`src/rtl/csr_unit.sv`:
```
// csr_unit: machine-mode CSR file with interrupt pending/enable logic,
// single-level trap entry/return and a free-running 64-bit cycle counter.
// Reads are combinational from current state; all updates happen on the
// rising clock edge. A trap taken in a cycle suppresses any CSR write and
// any mret in that same cycle.
module csr_unit #(
    parameter int          NUM_IRQ   = 16,
    parameter logic [31:0] MTVEC_RST = 32'h0000_0000
) (
    input  logic               clk_i,
    input  logic               rst_i,
    input  logic [2:0]         opcode_i,
    input  logic [11:0]        addr_i,
    input  logic [31:0]        rs1_data_i,
    input  logic [31:0]        imm_data_i,
    input  logic               write_enable_i,
    input  logic [31:0]        pc_i,
    input  logic [NUM_IRQ-1:0] irq_i,
    input  logic               mret_i,
    output logic [31:0]        read_data_o,
    output logic               illegal_o,
    output logic               trap_o,
    output logic [31:0]        trap_pc_o,
    output logic [31:0]        mepc_o
);

    localparam logic [11:0] ADDR_MSTATUS  = 12'h300;
    localparam logic [11:0] ADDR_MIE      = 12'h304;
    localparam logic [11:0] ADDR_MTVEC    = 12'h305;
    localparam logic [11:0] ADDR_MSCRATCH = 12'h340;
    localparam logic [11:0] ADDR_MEPC     = 12'h341;
    localparam logic [11:0] ADDR_MCAUSE   = 12'h342;
    localparam logic [11:0] ADDR_MIP      = 12'h344;
    localparam logic [11:0] ADDR_MCYCLE   = 12'hB00;
    localparam logic [11:0] ADDR_MCYCLEH  = 12'hB80;

    // Interrupt lines occupy bits [16+NUM_IRQ-1:16] of mie and mip.
    localparam logic [31:0] IRQ_MASK = 32'(((64'd1 << NUM_IRQ) - 64'd1) << 16);

    logic        mstatus_mie_q,  mstatus_mie_d;
    logic        mstatus_mpie_q, mstatus_mpie_d;
    logic [31:0] mie_q,      mie_d;
    logic [31:0] mtvec_q,    mtvec_d;
    logic [31:0] mscratch_q, mscratch_d;
    logic [31:0] mepc_q,     mepc_d;
    logic [31:0] mcause_q,   mcause_d;
    logic [31:0] mip_q,      mip_d;
    logic [63:0] mcycle_q,   mcycle_d;
    logic        trap_q,     trap_d;

    logic        op_valid;
    logic        mapped;
    logic [31:0] rdata;
    logic [31:0] operand;
    logic [31:0] wdata;
    logic        wr_en;
    logic [31:0] pending;
    logic        trap_fire;
    logic [4:0]  trap_idx;
    logic        found;
    logic [5:0]  cause_code;
    logic [31:0] ack_mask;
    logic [31:0] irq_ext;
    logic [31:0] mtvec_base;

    // Every opcode with a nonzero low pair is a real CSR operation.
    assign op_valid = |opcode_i[1:0];
    assign illegal_o = op_valid & ~mapped;
    assign read_data_o = rdata;
    assign operand = opcode_i[2] ? imm_data_i : rs1_data_i;

    // Address decode and combinational read mux from pre-edge state.
    always_comb begin
        rdata  = 32'd0;
        mapped = 1'b1;
        case (addr_i)
            ADDR_MSTATUS:  rdata = {24'd0, mstatus_mpie_q, 3'd0, mstatus_mie_q, 3'd0};
            ADDR_MIE:      rdata = mie_q;
            ADDR_MTVEC:    rdata = mtvec_q;
            ADDR_MSCRATCH: rdata = mscratch_q;
            ADDR_MEPC:     rdata = mepc_q;
            ADDR_MCAUSE:   rdata = mcause_q;
            ADDR_MIP:      rdata = mip_q;
            ADDR_MCYCLE:   rdata = mcycle_q[31:0];
            ADDR_MCYCLEH:  rdata = mcycle_q[63:32];
            default:       mapped = 1'b0;
        endcase
    end

    // Read-modify-write data: write, set bits, or clear bits of the old value.
    always_comb begin
        case (opcode_i[1:0])
            2'b10:   wdata = rdata | operand;
            2'b11:   wdata = rdata & ~operand;
            default: wdata = operand;
        endcase
    end

    // Trap detection and lowest-index winner among pending enabled lines.
    always_comb begin
        pending   = mip_q & mie_q;
        trap_fire = mstatus_mie_q & (|pending);
        trap_idx  = 5'd0;
        found     = 1'b0;
        for (int i = 0; i < NUM_IRQ; i++) begin
            if (!found && pending[16+i]) begin
                found    = 1'b1;
                trap_idx = 5'(i);
            end
        end
        cause_code = 6'd16 + {1'b0, trap_idx};
        ack_mask   = 32'd1 << cause_code;
    end

    // Incoming level requests placed at their mip bit positions.
    always_comb begin
        irq_ext = 32'd0;
        for (int i = 0; i < NUM_IRQ; i++) begin
            irq_ext[16+i] = irq_i[i];
        end
    end

    assign wr_en = write_enable_i & op_valid & mapped & ~trap_fire;

    // Next-state computation; trap beats mret, mret beats a software write.
    always_comb begin
        mstatus_mie_d  = mstatus_mie_q;
        mstatus_mpie_d = mstatus_mpie_q;
        mie_d          = mie_q;
        mtvec_d        = mtvec_q;
        mscratch_d     = mscratch_q;
        mepc_d         = mepc_q;
        mcause_d       = mcause_q;
        mip_d          = mip_q;
        mcycle_d       = mcycle_q + 64'd1;
        trap_d         = trap_fire;

        if (trap_fire) begin
            mstatus_mpie_d = mstatus_mie_q;
            mstatus_mie_d  = 1'b0;
            mepc_d         = pc_i;
            mcause_d       = 32'h8000_0000 | {26'd0, cause_code};
        end else if (mret_i) begin
            mstatus_mie_d  = mstatus_mpie_q;
            mstatus_mpie_d = 1'b1;
        end else if (wr_en && addr_i == ADDR_MSTATUS) begin
            mstatus_mie_d  = wdata[3];
            mstatus_mpie_d = wdata[7];
        end

        if (wr_en) begin
            case (addr_i)
                ADDR_MIE:      mie_d = wdata & IRQ_MASK;
                ADDR_MTVEC:    mtvec_d = {wdata[31:2], (wdata[1:0] == 2'b01) ? 2'b01 : 2'b00};
                ADDR_MSCRATCH: mscratch_d = wdata;
                ADDR_MEPC:     mepc_d = wdata;
                ADDR_MCAUSE:   mcause_d = wdata;
                ADDR_MIP:      mip_d = mip_q & wdata;
                ADDR_MCYCLE:   mcycle_d[31:0] = wdata;
                ADDR_MCYCLEH:  mcycle_d[63:32] = wdata;
                default:       ;
            endcase
        end

        // Software may only clear pending bits; a new request always wins.
        if (trap_fire) begin
            mip_d = mip_d & ~ack_mask;
        end
        mip_d = (mip_d | irq_ext) & IRQ_MASK;
    end

    // State registers with asynchronous active-low clear.
    always_ff @(posedge clk_i or negedge rst_i) begin
        if (!rst_i) begin
            mstatus_mie_q  <= 1'b0;
            mstatus_mpie_q <= 1'b0;
            mie_q          <= 32'd0;
            mtvec_q        <= MTVEC_RST;
            mscratch_q     <= 32'd0;
            mepc_q         <= 32'd0;
            mcause_q       <= 32'd0;
            mip_q          <= 32'd0;
            mcycle_q       <= 64'd0;
            trap_q         <= 1'b0;
        end else begin
            mstatus_mie_q  <= mstatus_mie_d;
            mstatus_mpie_q <= mstatus_mpie_d;
            mie_q          <= mie_d;
            mtvec_q        <= mtvec_d;
            mscratch_q     <= mscratch_d;
            mepc_q         <= mepc_d;
            mcause_q       <= mcause_d;
            mip_q          <= mip_d;
            mcycle_q       <= mcycle_d;
            trap_q         <= trap_d;
        end
    end

    // Vectored mode offsets the base by four times the captured cause code.
    assign mtvec_base = {mtvec_q[31:2], 2'b00};
    assign trap_pc_o  = (mtvec_q[1:0] == 2'b01) ? mtvec_base + {mcause_q[29:0], 2'b00} : mtvec_base;
    assign trap_o     = trap_q;
    assign mepc_o     = mepc_q;

endmodule

```
`config.mk`:
```
export PLATFORM = sky130hd
export DESIGN_NAME = csr_unit
export DESIGN_NICKNAME = d
export VERILOG_FILES = /design/src/rtl/csr_unit.sv
export SDC_FILE = /design/constraint.sdc
export NUM_CORES = 1
export LEC_CHECK = 0
export BUFFER_PORTS_ARGS = -buffer_cell sky130_fd_sc_hd__buf_2
export CORE_ASPECT_RATIO = 1.75
export CORE_UTILIZATION = 52
export CTS_CLUSTER_SIZE = 40
export DETAILED_ROUTE_END_ITERATION = 10
export PLACE_DENSITY = 0.84
export SLEW_MARGIN = 20
export SYNTH_ARGS = -nofsm -noshare
export SYNTH_HDL_FRONTEND = slang
export SYNTH_SLANG_ARGS = --single-unit
```
`constraint.sdc`:
```
create_clock -name clk_i -period 2.6 [get_ports clk_i]
set_input_delay 0 -clock clk_i [delete_from_list [all_inputs] [get_ports clk_i]]
set_output_delay 0 -clock clk_i [all_outputs]
set_load 0.005 [all_outputs]
```
==> results.py, run 1 <==
metrics = {
    "run_status": {
        "status": "stopped before the end",
        "lastStage": "5_1_grt",
        "first-error": "[ERROR GRT-0232] Routing congestion too high. Check the congestion heatmap in the GUI.",
    },
    "yosys": {
        "ys.warnings.count": 0,
        "async_flop_share_pct": 100,
        "syn_area_um2": 14100,
        "synth_enable_flop_cells": 0,
        "ys.flop_type": "dfrtp_1",
        "synth_area_leader_cell": "dfrtp_1",
        "syn_avg_cell_area_um2": 8.51,
        "ys_ff_latch": 226,
        "netlist_instances": 1657,
        "synth_cell_types": 74,
        "synthTopCellsByArea": "dfrtp_1 40%, a21oi_1 5.1%, o21ai_0 5.1%",
        "ys_seq_area_share_pct": 40.1,
        "synth_top_area_share_pct": 40.1,
    },
    "global_route": {
        "grt_start_max_net_pins": 70,
        "grt_overflow_total": 314,
        "track_usage_pct": 75.9,
    },
    "placed_design": {
        "portBuffers": 226,
        "dpl.hpwl_um": 42900,
        "placedInstanceArea_um2": 17200,
        "gp_congestion": 1.02,
    },
    "die": {
        "num_rows": 79,
        "die_w_um": 126,
        "die_h_um": 220,
        "io_pins": 229,
        "initial_core_util_pct": 53.0,
    },
    "clock_network": {
        "cts_sinks": 226,
        "cts-buffers-inserted": 23,
        "root_buffer": "clkbuf_16",
        "htree_levels": 1,
        "cts_buffer_depth": 3,
    },
}
-- logic make-up after synthesis --
group                    synth area share [%]
buffers and inverters                    3.87
other                                  0.0266
adder cells (fa/ha/maj)                  2.88
multiplexers                             4.41
XOR/XNOR                                 4.78
AO/OA/AOI/OAI                            23.8
AND/OR/NAND/NOR                          20.2
flip-flops                               40.1
-- per-stage QoR --
step / std cells / setup WS, ns / util [%] / setup TNS [ns]
after detailed placement: 2332 / -0.371 / 64.6 / -14.93
after floorplan: 1658 / 0.0131 / - / 0
after CTS: 2489 / -0.631 / 77.0 / -20.52
after global placement: 2332 / -0.285 / 64.6 / -9.34
-- cell usage after synthesis (17+ instances only) --
master	count
buf_2	22
xnor2_1	57
nand4_1	23
nand3_1	99
a31oi_1	34
nor2_1	158
xor2_1	20
mux2_2	17
clkbuf_1	68
a22oi_1	87
and3_1	28
o21ai_0	143
dfrtp_1	226
ha_1	30
mux2i_1	43
a21oi_1	143
a211oi_1	35
nand2_1	171
inv_1	36
and2_1	41
-- per-layer routing --
metal	GRT overflow	GRT usage, %
met5	0	17.8
met4	125	81.9
met3	7	57.6
met2	182	94.7
met1	0	74.2
-- what timing repair did --
item,CTS
pin swaps,134
gates resized for setup,265
setup endpoints to repair,127
hold buffers,56
buffers inserted,41
cloned,19
endpoints found under the hold margin,276
==> run 2: changes to the inputs <==
- CORE_ASPECT_RATIO: 1.75 -> default
- CORE_UTILIZATION: 52 -> 40
- CTS_CLUSTER_SIZE: 40 -> default
- PLACE_DENSITY: 0.84 -> default
- PLACE_DENSITY_LB_ADDON: default -> 0.15
- clock period: 2.6 -> 3.38 ns (I/O delays scaled with it)
==> results.py, run 2 <==
metrics = {
    "detailed_routing": {
        "via_count": 14300,
        "viasPerCell": 5.90,
        "drt_iter0_drc": 1468,
        "ant_nets": 0,
        "drt-total-wl_um": 53600,
        "dr.pass1.iters": 11,
        "wire_per_inst_um": 22.1,
        "drc_errors": 0,
    },
    "yosys": {
        "async_flop_share_pct": 100,
        "ys_seq_area_share_pct": 40.1,
        "netlist_instances": 1657,
        "synth.most_common_cell": "dfrtp_1",
        "ys.warnings.count": 0,
        "syn_avg_cell_area_um2": 8.51,
        "synth_enable_flop_cells": 0,
        "synth_area_leader_cell": "dfrtp_1",
        "synth_cell_types": 74,
        "synth_top_area_share_pct": 40.1,
        "ys_ff_latch": 226,
        "synthTopCellsByArea": "dfrtp_1 40%, a21oi_1 5.1%, o21ai_0 5.1%",
        "ys.flop_type": "dfrtp_1",
        "synth_top_cells_by_count": "226 x dfrtp_1, 171 x nand2_1, 158 x nor2_1, 143 x a21oi_1, 143 x o21ai_0",
        "syn_area_um2": 14100,
    },
    "die": {
        "num_rows": 68,
        "io_pins": 229,
        "die_w_um": 190,
        "die_h_um": 190,
        "core_area_um2": 34600,
        "fp.dieArea_um2": 36000,
        "initial_core_util_pct": 40.7,
    },
    "setup_path": {
        "timing.rr.end": "mip_q[30]",
        "worstSetupEndpoint": "trap_pc_o[30]",
        "required_ns": 3.38,
        "crit_arrival_ns": 3.33,
        "cp_slowest_cell": "or4_4",
        "reg2reg_slack_ns": 0.24,
        "end_kind": "output pin",
        "critical_path_class": "register to output pin",
        "crit_path_start_kind": "register",
        "slowest_delay_ns": 0.45,
        "r2r_cells": 8,
        "crit_path_frequent_cell": "a21oi_4",
        "crit_chain": "ha_2, inv_2, fa_2, nand2b_4, a21oi_4, or4_4, a21oi_4, a221oi_4, o41ai_2, buf_4, nand3_1, a41oi_2, buf_2",
        "startpoint": "mtvec_q[2]",
        "critPathMaxFanout": 3,
        "worstReg2RegStart": "mie_q[18]",
    },
    "sta": {
        "min_period_over_period_pct": 98.6,
        "fmax_mhz": 300,
        "finalHoldViolCount": 0,
        "min_period_ns": 3.33,
        "layout_setup_ws_ns": 0.0465,
        "holdWs_ns": 0.00744,
        "rsz0062_at_grt": "yes",
        "slew_headroom_pct": 24.4,
        "worst_slew_pin_slew_ns": 1.13,
        "fin_skew_ns": 0.0162,
        "final_max_slew_viol_count": 0,
        "setup_viol": 0,
    },
    "placed_design": {
        "dpl.hpwl_um": 39400,
        "portBuffers": 226,
        "placedCellCount": 2302,
        "gp_congestion": 0.948,
        "dp_slack_ns": 0.0296,
    },
    "final_layout": {
        "n_fill_cell": 3295,
        "largest_reg_flops": 64,
        "layout.nets": 2102,
        "area_growth_pct": 25.0,
        "mostFrequentLayoutCells": "226 x dfrtp_1, 225 x buf_2, 169 x nand2_1, 158 x nor2_1, 143 x o21ai_0",
        "layout_commonest_cell": "dfrtp_1",
        "final_cells": 2418,
        "drive_above_1_share_pct": 20.7,
        "fin_util_pct": 50.9,
        "largest-register": "mcycle_q",
    },
    "clock_network": {
        "root_buffer": "clkbuf_16",
        "cts_buffer_depth": 3,
        "cts-buffers-inserted": 25,
        "cts_sinks": 226,
        "clock_latency_ns": 0.54,
        "cts_tree": "built",
        "clk_pin_slew_ns": 0.06,
        "htree_levels": 1,
    },
    "global_route": {
        "grt_start_max_net_pins": 85,
        "track_usage_pct": 29.1,
        "antenna_found_initial": 6,
        "grt_overflow_total": 0,
        "grt_pass1_wl_um": 80600,
        "first_global_vias": 13200,
    },
    "job": {
        "maxCapViolCount": 0,
    },
    "pwr": {
        "worst_ir_drop_vdd_mv": 0.382,
        "power_leakage_nw": 8.19,
        "p_per_area_nw_per_um2": 334,
        "power_mw": 5.89,
    },
    "min_path": {
        "hold_class": "input port to register",
    },
    "run_status": {
        "status": "complete, no violations",
    },
}
[run 2: cell counts after synthesis]
Identical to the previous run, type by type.
[run 2: layer usage]
layer | up-vias | routed length [um] | global-route usage (%)
met5 | - | 0 | 0
met4 | 0 | 916 | 6.36
met3 | 61 | 4200 | 4.54
met2 | 551 | 24400 | 45.3
met1 | 7008 | 24100 | 42.5
li1 | 6641 | - | -
[run 2: cell families after synthesis]
| group | share of synthesized area [%] |
|---|---|
| flip-flops | 40.1 |
| AO/OA/AOI/OAI | 23.8 |
| buffers and inverters | 3.87 |
| AND/OR/NAND/NOR | 20.2 |
| other | 0.0266 |
| XOR/XNOR | 4.78 |
| multiplexers | 4.41 |
| adder cells (fa/ha/maj) | 2.88 |
[run 2: worst min-delay path by stage]
stage,start,to,slack (ns),depth (start not counted)
5_1_grt,imm_data_i[9],mepc_o[9],0.03,5
6_report,imm_data_i[9],mepc_o[9],0.007,5
2_1_floorplan,rst_i,mcause_q[0],-0.30,0
4_1_cts,imm_data_i[9],mepc_o[9],0.002,5
3_3_place_gp,rst_i,mcycle_q[6],0.06,1
3_5_place_dp,rst_i,mcycle_q[6],0.07,1
[run 2: final cells by class]
class	count	area (um2)	area share [%]
timing repair buffer	354	2330	13.2
tap	455	569	3.23
clock buffer	40	732	4.15
inverter	37	139	0.788
multi-input combinational	1296	8120	46.1
sequential	226	5660	32.1
clock inverter	6	61.3	0.348
antenna	4	10.0	0.0568
[run 2: power breakdown]
part,internal [mW],switching [mW]
clock,1.56,1.13
sequential,2.71,0.00553
combinational,0.182,0.303
total,4.44,1.44
[run 2: repair_timing]
item                       4_1_cts  5_1_grt
setup endpoints to repair        8        8
setup buffers                    3        9
resized for setup               19       18
pin swaps                        6       21
hold buffers                    54        0
hold endpoints to repair       133        0
[run 2: worst max-delay path, delay by kind of cell, from the launching register on]
family	cells	cell delay [ns]
buffers and inverters	3	0.37
flip-flops	1	0.38
AND/OR/NAND/NOR	3	0.67
adder cells (fa/ha/maj)	2	0.39
AO/OA/AOI/OAI	5	0.97
[run 2: metrics by stage]
| step | instance area, um2 | setup TNS (ns) |
|---|---|---|
| floorplan | 14100 | 0 |
| global placement | 16000 | 0 |
| detailed placement | 16000 | 0 |
| CTS | 17400 | 0 |
| global route | 17600 | -0.105 |
| finish | 17600 | 0 |
No activity file was read; power rests on OpenSTA's default activity.
